==> src/rtl/if_fetch_unit_pkg.sv <==
`default_nettype none
// ============================================================================
// Module  : if_fetch_unit_pkg
// Brief   : Shared CPU constants and types for the instruction-fetch front end
// Revision: 1.0 - initial release
// ============================================================================
package if_fetch_unit_pkg;

    // Instruction / address width of the core
    localparam int unsigned c_INST_W = 32;

    // First fetch address after reset (MIPS boot ROM vector)
    localparam logic [c_INST_W-1:0] c_RESET_PC = 32'hbfc0_0000;

    // One-cycle view of the sram-like instruction bus
    typedef struct packed {
        logic [c_INST_W-1:0] addr;
        logic [c_INST_W-1:0] data;
        logic                req;
        logic                addr_ok;
        logic                data_ok;
    } inst_bus_t;

    // Fetch control state: issuing requests, or draining wrong-path responses
    typedef enum logic [0:0] {
        FS_RUN    = 1'b0,
        FS_CANCEL = 1'b1
    } fetch_state_e;

endpackage
`default_nettype wire

==> src/rtl/if_fetch_unit_queue.sv <==
`default_nettype none
// ============================================================================
// Module  : fetch_queue
// Brief   : In-order {pc, inst} FIFO with push/pop/flush; push and pop in the
//           same cycle are legal at any fill level
// Revision: 1.0 - initial release
// ============================================================================
module fetch_queue #(
    parameter int unsigned DEPTH = 2,
    parameter int unsigned W     = 32
) (
    input  logic                     clk,
    input  logic                     reset,
    input  logic                     i_push,
    input  logic [W-1:0]             i_push_pc,
    input  logic [W-1:0]             i_push_inst,
    input  logic                     i_pop,
    input  logic                     i_flush,
    output logic [W-1:0]             o_head_pc,
    output logic [W-1:0]             o_head_inst,
    output logic [$clog2(DEPTH):0]   o_count,
    output logic                     o_empty,
    output logic                     o_full
);

    localparam int unsigned c_AW = $clog2(DEPTH);
    localparam int unsigned c_CW = c_AW + 1;

    logic [2*W-1:0]  r_mem [DEPTH];
    logic [c_AW-1:0] r_head;
    logic [c_AW-1:0] r_tail;
    logic [c_CW-1:0] r_count;
    logic            w_do_pop;
    logic            w_do_push;

    assign o_empty  = (r_count == '0);
    assign o_full   = (r_count == c_CW'(DEPTH));
    assign o_count  = r_count;
    assign w_do_pop = i_pop && !o_empty;
    // When full, a pop frees the head slot in the same edge the tail writes it
    assign w_do_push = i_push && (!o_full || w_do_pop);

    assign {o_head_pc, o_head_inst} = r_mem[r_head];

    // Entry storage: written at the tail, no reset needed
    always_ff @(posedge clk) begin
        if (w_do_push && !i_flush) begin
            r_mem[r_tail] <= {i_push_pc, i_push_inst};
        end
    end

    // Pointers and fill level; flush empties the queue outright
    always_ff @(posedge clk or posedge reset) begin
        if (reset) begin
            r_head  <= '0;
            r_tail  <= '0;
            r_count <= '0;
        end else if (i_flush) begin
            r_head  <= '0;
            r_tail  <= '0;
            r_count <= '0;
        end else begin
            if (w_do_push) r_tail <= r_tail + 1'b1;
            if (w_do_pop)  r_head <= r_head + 1'b1;
            r_count <= r_count + c_CW'(w_do_push) - c_CW'(w_do_pop);
        end
    end

endmodule
`default_nettype wire

==> src/rtl/if_fetch_unit.sv <==
`default_nettype none
// ============================================================================
// Module  : if_fetch_unit
// Brief   : Instruction-fetch front end: sequential PC generation, credit-based
//           requests on a variable-latency sram-like bus, in-order instruction
//           queue towards decode, and wrong-path cancellation on redirect
// Revision: 1.0 - initial release
// ============================================================================
module if_fetch_unit
    import if_fetch_unit_pkg::*;
#(
    parameter int unsigned     PC_W      = c_INST_W,
    parameter logic [PC_W-1:0] RESET_PC  = c_RESET_PC,
    parameter int unsigned     BUF_DEPTH = 2
) (
    input  logic            clk,
    input  logic            reset,
    input  logic            br_taken,
    input  logic [PC_W-1:0] br_target,
    input  logic            id_allowin,
    output logic            if_to_id_valid,
    output logic [PC_W-1:0] if_to_id_inst,
    output logic [PC_W-1:0] if_to_id_pc,
    output logic            inst_req,
    output logic [PC_W-1:0] inst_addr,
    input  logic            inst_addr_ok,
    input  logic            inst_data_ok,
    input  logic [PC_W-1:0] inst_rdata
);

    localparam int unsigned c_AW = $clog2(BUF_DEPTH);
    localparam int unsigned c_CW = c_AW + 1;

    fetch_state_e    r_state;
    fetch_state_e    w_state_next;
    logic [c_CW-1:0] r_cancel;
    logic [c_CW-1:0] w_cancel_next;
    logic [PC_W-1:0] r_fetch_pc;
    logic [c_CW-1:0] r_outstanding;
    logic [PC_W-1:0] r_pcf [BUF_DEPTH];
    logic [c_AW-1:0] r_pcf_wr;
    logic [c_AW-1:0] r_pcf_rd;
    inst_bus_t       w_bus;
    logic            w_credit;
    logic            w_req;
    logic            w_hs;
    logic            w_resp;
    logic            w_push;
    logic            w_pop;
    logic [c_CW-1:0] w_q_count;
    logic            w_q_empty;
    logic            w_q_full;

    // Every accepted request owns a queue slot, so the queue cannot overflow
    assign w_credit = ({1'b0, w_q_count} + {1'b0, r_outstanding}) < (c_CW+1)'(BUF_DEPTH);
    // Held low while reset is asserted so the request drops asynchronously
    assign w_req    = (r_state == FS_RUN) && w_credit && !reset;

    assign w_bus = '{addr:    r_fetch_pc,
                     data:    inst_rdata,
                     req:     w_req,
                     addr_ok: inst_addr_ok,
                     data_ok: inst_data_ok};

    assign inst_req  = w_bus.req;
    assign inst_addr = w_bus.addr;
    assign w_hs      = w_bus.req && w_bus.addr_ok;
    // Stray responses (nothing outstanding) are ignored
    assign w_resp    = (r_state == FS_RUN) && (r_cancel == '0) &&
                       w_bus.data_ok && (r_outstanding != '0);
    // A response arriving with a redirect belongs to the wrong path
    assign w_push    = w_resp && !br_taken;
    assign if_to_id_valid = !w_q_empty;
    assign w_pop     = if_to_id_valid && id_allowin;

    // State register and wrong-path response counter
    always_ff @(posedge clk or posedge reset) begin
        if (reset) begin
            r_state  <= FS_RUN;
            r_cancel <= '0;
        end else begin
            r_state  <= w_state_next;
            r_cancel <= w_cancel_next;
        end
    end

    // Next state: redirect converts in-flight fetches into drops; CANCEL drains them
    always_comb begin
        w_state_next  = r_state;
        w_cancel_next = r_cancel;
        case (r_state)
            FS_RUN: begin
                if (br_taken) begin
                    w_cancel_next = r_outstanding + c_CW'(w_hs) - c_CW'(w_resp);
                    if (w_cancel_next != '0) w_state_next = FS_CANCEL;
                end
            end
            FS_CANCEL: begin
                if (w_bus.data_ok && (r_cancel != '0)) w_cancel_next = r_cancel - 1'b1;
                if (w_cancel_next == '0) w_state_next = FS_RUN;
            end
            default: begin
                w_state_next  = FS_RUN;
                w_cancel_next = '0;
            end
        endcase
    end

    // Fetch PC, outstanding count and PC-FIFO pointers; redirect wins over +4
    always_ff @(posedge clk or posedge reset) begin
        if (reset) begin
            r_fetch_pc    <= RESET_PC;
            r_outstanding <= '0;
            r_pcf_wr      <= '0;
            r_pcf_rd      <= '0;
        end else if (br_taken) begin
            r_fetch_pc    <= br_target;
            r_outstanding <= '0;
            r_pcf_wr      <= '0;
            r_pcf_rd      <= '0;
        end else begin
            if (w_hs)   r_fetch_pc <= r_fetch_pc + PC_W'(4);
            if (w_hs)   r_pcf_wr   <= r_pcf_wr + 1'b1;
            if (w_resp) r_pcf_rd   <= r_pcf_rd + 1'b1;
            r_outstanding <= r_outstanding + c_CW'(w_hs) - c_CW'(w_resp);
        end
    end

    // PC of each accepted request, consumed in order when its data returns
    always_ff @(posedge clk) begin
        if (w_hs) r_pcf[r_pcf_wr] <= r_fetch_pc;
    end

    fetch_queue #(
        .DEPTH (BUF_DEPTH),
        .W     (PC_W)
    ) u_queue (
        .clk         (clk),
        .reset       (reset),
        .i_push      (w_push),
        .i_push_pc   (r_pcf[r_pcf_rd]),
        .i_push_inst (w_bus.data),
        .i_pop       (w_pop),
        .i_flush     (br_taken),
        .o_head_pc   (if_to_id_pc),
        .o_head_inst (if_to_id_inst),
        .o_count     (w_q_count),
        .o_empty     (w_q_empty),
        .o_full      (w_q_full)
    );

    a_no_stray_resp: assert property (@(posedge clk) disable iff (reset)
        !(inst_data_ok && (r_outstanding == '0) && (r_cancel == '0)));

    a_no_overflow: assert property (@(posedge clk) disable iff (reset)
        !(w_push && w_q_full && !w_pop));

endmodule
`default_nettype wire

==> config.mk <==
export PLATFORM = sky130hd
export DESIGN_NAME = if_fetch_unit
export DESIGN_NICKNAME = d
export VERILOG_FILES = /design/src/rtl/if_fetch_unit_pkg.sv /design/src/rtl/if_fetch_unit_queue.sv /design/src/rtl/if_fetch_unit.sv
export SDC_FILE = /design/constraint.sdc
export NUM_CORES = 1
export LEC_CHECK = 0
export ABC_AREA = 1
export BUFFER_PORTS_ARGS = -buffer_cell sky130_fd_sc_hd__buf_4
export CAP_MARGIN = 25
export CORE_MARGIN = 8
export CORE_UTILIZATION = 54
export CTS_CLUSTER_SIZE = 25
export DETAILED_ROUTE_END_ITERATION = 12
export PLACE_DENSITY = 0.77
export SYNTH_ARGS = -nofsm -noshare
export SYNTH_HDL_FRONTEND = slang
export SYNTH_SLANG_ARGS = --single-unit
==> constraint.sdc <==
create_clock -name clk -period 5.9 [get_ports clk]
set_clock_uncertainty 0.05 [all_clocks]
set_input_delay 0.295 -clock clk [delete_from_list [all_inputs] [get_ports clk]]
set_output_delay 0.295 -clock clk [all_outputs]
set_load 0.005 [all_outputs]
==> impl_metrics.env <==
export IMPL_grt_use_total=0.185
export IMPL_cp_cell_sequence="buf_4, inv_2, buf_4, nand2_1, nand2_1, buf_4"
export IMPL_cp_max_fo=65
export IMPL_vias_per_cell=5.09
export IMPL_synth_top_cell_area_share=0.578
export IMPL_grt_antenna_before_repair=0
export IMPL_yosys_area_top_type="edfxtp_1"
export IMPL_period_minus_slack_ps=2900
export IMPL_clock_path_buffers=3
export IMPL_row_count=49
export IMPL_critPathLaunchType="flip-flop"
export IMPL_synthToLayoutAreaGrowth_pct=27.6
export IMPL_die_w_um=152
export IMPL_cpMostUsedCell="buf_4"
export IMPL_pwr_density_cell_mw_per_mm2=365
export IMPL_reg2regPathDepth=9
export IMPL_rsz0062_at_grt="false"
export IMPL_h_tree_depth=1
export IMPL_drcViolationCount=0
export IMPL_hold_depth=3
export IMPL_synthTopCellsByArea="edfxtp_1, nand2_1, dfrtp_1, mux2_2, nand3_1"
export IMPL_gp_congestion=0.844
export IMPL_drv_cap=0
export IMPL_path_depth=6
export IMPL_root_buffer="clkbuf_16"
export IMPL_clk_latency_ps=510
export IMPL_hold_class="in -> reg"
export IMPL_final_core_utilization=0.706
export IMPL_yosysUniqueCellTypes=35
export IMPL_die_area_mm2=0.0231
export IMPL_critPathSlowestCell="buf_4"
export IMPL_setup_slack_ps=3000
export IMPL_grt_pass1_wl_um=35600
export IMPL_drt_total_wl_um=22000
export IMPL_first_pass_iters=6
export IMPL_drt_initial_drc_count=501
export IMPL_cpPeakStageDelay_ps=570
export IMPL_post_dp_hpwl_um=14100
export IMPL_synth_edf_count=192
export IMPL_cts_clk_slew_worst_paths_ps=60
export IMPL_fillers=1299
export IMPL_synth_nets=957
export IMPL_netlist_instances=880
export IMPL_grt_max_degree=66
export IMPL_peakVddDrop_v=0.000284
export IMPL_num_vias=6860
export IMPL_ys_seq_area_frac=0.687
export IMPL_ys_warnings_count=0
export IMPL_ios=168
export IMPL_arrival_ps=2560
export IMPL_drive_gt1_frac=0.254
export IMPL_cp_num_buf_inv=4
export IMPL_min_period_over_period=0.492
export IMPL_setup_viol=0
export IMPL_gr_total_overflow=0
export IMPL_reg2reg_from="r_cancel[0]"
export IMPL_hp_start="br_target[8]"
export IMPL_async_flop_share=0.183
export IMPL_slew_headroom=0.400
export IMPL_final_common_cell="nand2_1"
export IMPL_syn_cell_area_mm2=0.00998
export IMPL_outcome="finished clean"
export IMPL_worstSetupStartpoint="u_queue.r_head"
export IMPL_worstPathRequired_ps=5560
export IMPL_grt_pass1_vias=6997
export IMPL_die_y_um=152
export IMPL_cts_sinks=235
export IMPL_coreArea_mm2=0.0180
export IMPL_fin_tns_setup_ps=0
export IMPL_power_leakage_nw=5.30
export IMPL_antenna_cells=0
export IMPL_wire_per_inst_um=16.3
export IMPL_start_util=0.553
export IMPL_dpl_worst_slack_ps=3170
export IMPL_cp_top_family="buffers and inverters"
export IMPL_ys_ff_latch=235
export IMPL_cts_resized_gates=0
export IMPL_cts_made_buffers=24
export IMPL_final_cell_mix="nand2_1, edfxtp_1, buf_4, inv_1, nand3_1"
export IMPL_cts_tree="yes"
export IMPL_synth_area_per_cell_um2=11.3
export IMPL_tightest_slew_ps=899
export IMPL_slew_viol_final=0
export IMPL_ys_flop_type="edfxtp_1"
export IMPL_hold_violations=0
export IMPL_antenna_left=0
export IMPL_path_class="reg -> out"
export IMPL_crit_path_end_kind="primary output"
export IMPL_io_buffers=167
export IMPL_final_nets=1180
export IMPL_fmax_mhz=344
routing by layer:
layer | GRT usage | vias to the layer above | share of wire
met2 | 0.319 | 257 | 0.49
met4 | 0.0443 | 0 | 0.016
met3 | 0.0404 | 33 | 0.070
li1 | - | 3373 | -
met1 | 0.235 | 3197 | 0.43
met5 | 0 | - | 0
cells by family (layout without fill, tap and decap cells):
logic type / Yosys count / after routing / synth area share
simple gates: 471 / 471 / 0.200
flops: 235 / 235 / 0.687
buf+inv: 89 / 329 / 0.0375
compound gates: 37 / 37 / 0.0216
mux: 32 / 32 / 0.0361
xor+xnor: 9 / 9 / 0.00790
fa+ha+maj: 7 / 7 / 0.00953
worst min-delay path, delay by kind of cell:
kind	cells	cell delay, ps
and+or+nand+nor	1	60
AOI/OAI and AO/OA	1	100
buffers and inverters	1	90
sequential cells by signal, summed over array words and instances (netlist names):
name,count
inst_addr,32
r_cancel,2
r_outstanding,2
r_pcf,64
r_pcf_rd,1
r_pcf_wr,1
r_state,1
u_queue.o_count,2
u_queue.r_head,1
u_queue.r_mem,128
u_queue.r_tail,1
stage by stage:
step                hold slack, ps  power, mW  instance area (µm²)  std cells
finish                        29.4       4.64                12700       1349
global route                  47.8       4.88                12700       1349
CTS                           7.02       4.69                12700       1349
detailed placement             433       3.16                11400       1256
global placement               429       3.13                11400       1256
floorplan                      344       2.66                 9980        880
final cells by class:
class                   instances  area, µm²  share of cell area
inverters                      61        229              0.0180
clock inverters                 9        134              0.0105
multi-input cells             556       2760               0.217
well taps                     229        287              0.0225
flip-flops and latches        235       6850               0.539
repair buffers                225       1810               0.143
clock buffers                  34        648              0.0509
timing repair:
action | in CTS | in global routing
setup buffers | 0 | 0
hold endpoints to repair | 115 | 0
hold buffers | 50 | 0
path summary, 6_finish.rpt:
| check | slack [ps] | endpoint |
|---|---|---|
| setup / recovery | 3000 | if_to_id_pc[27] |
| hold / removal | 30 | inst_addr[8] |
| setup reg to reg | 3200 | u_queue.r_mem[0][8] |
| hold reg to reg | 470 | u_queue.r_tail |
| max in group asynchronous | 4930 | u_queue.r_head |
| min in group asynchronous | 450 | u_queue.o_count[0] |
report_power, final:
group	total [mW]	switching, mW	internal [mW]
Clock	1.49	0.596	0.898
Combinational	1.03	0.568	0.463
Sequential	2.12	0.133	1.99
Total	4.64	1.30	3.35
synth_stat cells, types with 7 or more instances:
master	n
clkbuf_1	13
o21bai_1	7
inv_1	57
nor2_1	38
dfrtp_1	34
nor2_2	9
buf_2	8
nand3_1	53
nand2_1	347
dfstp_2	9
edfxtp_1	192
mux2_2	32
o21ai_0	19
(Power assumes the default switching activity.)
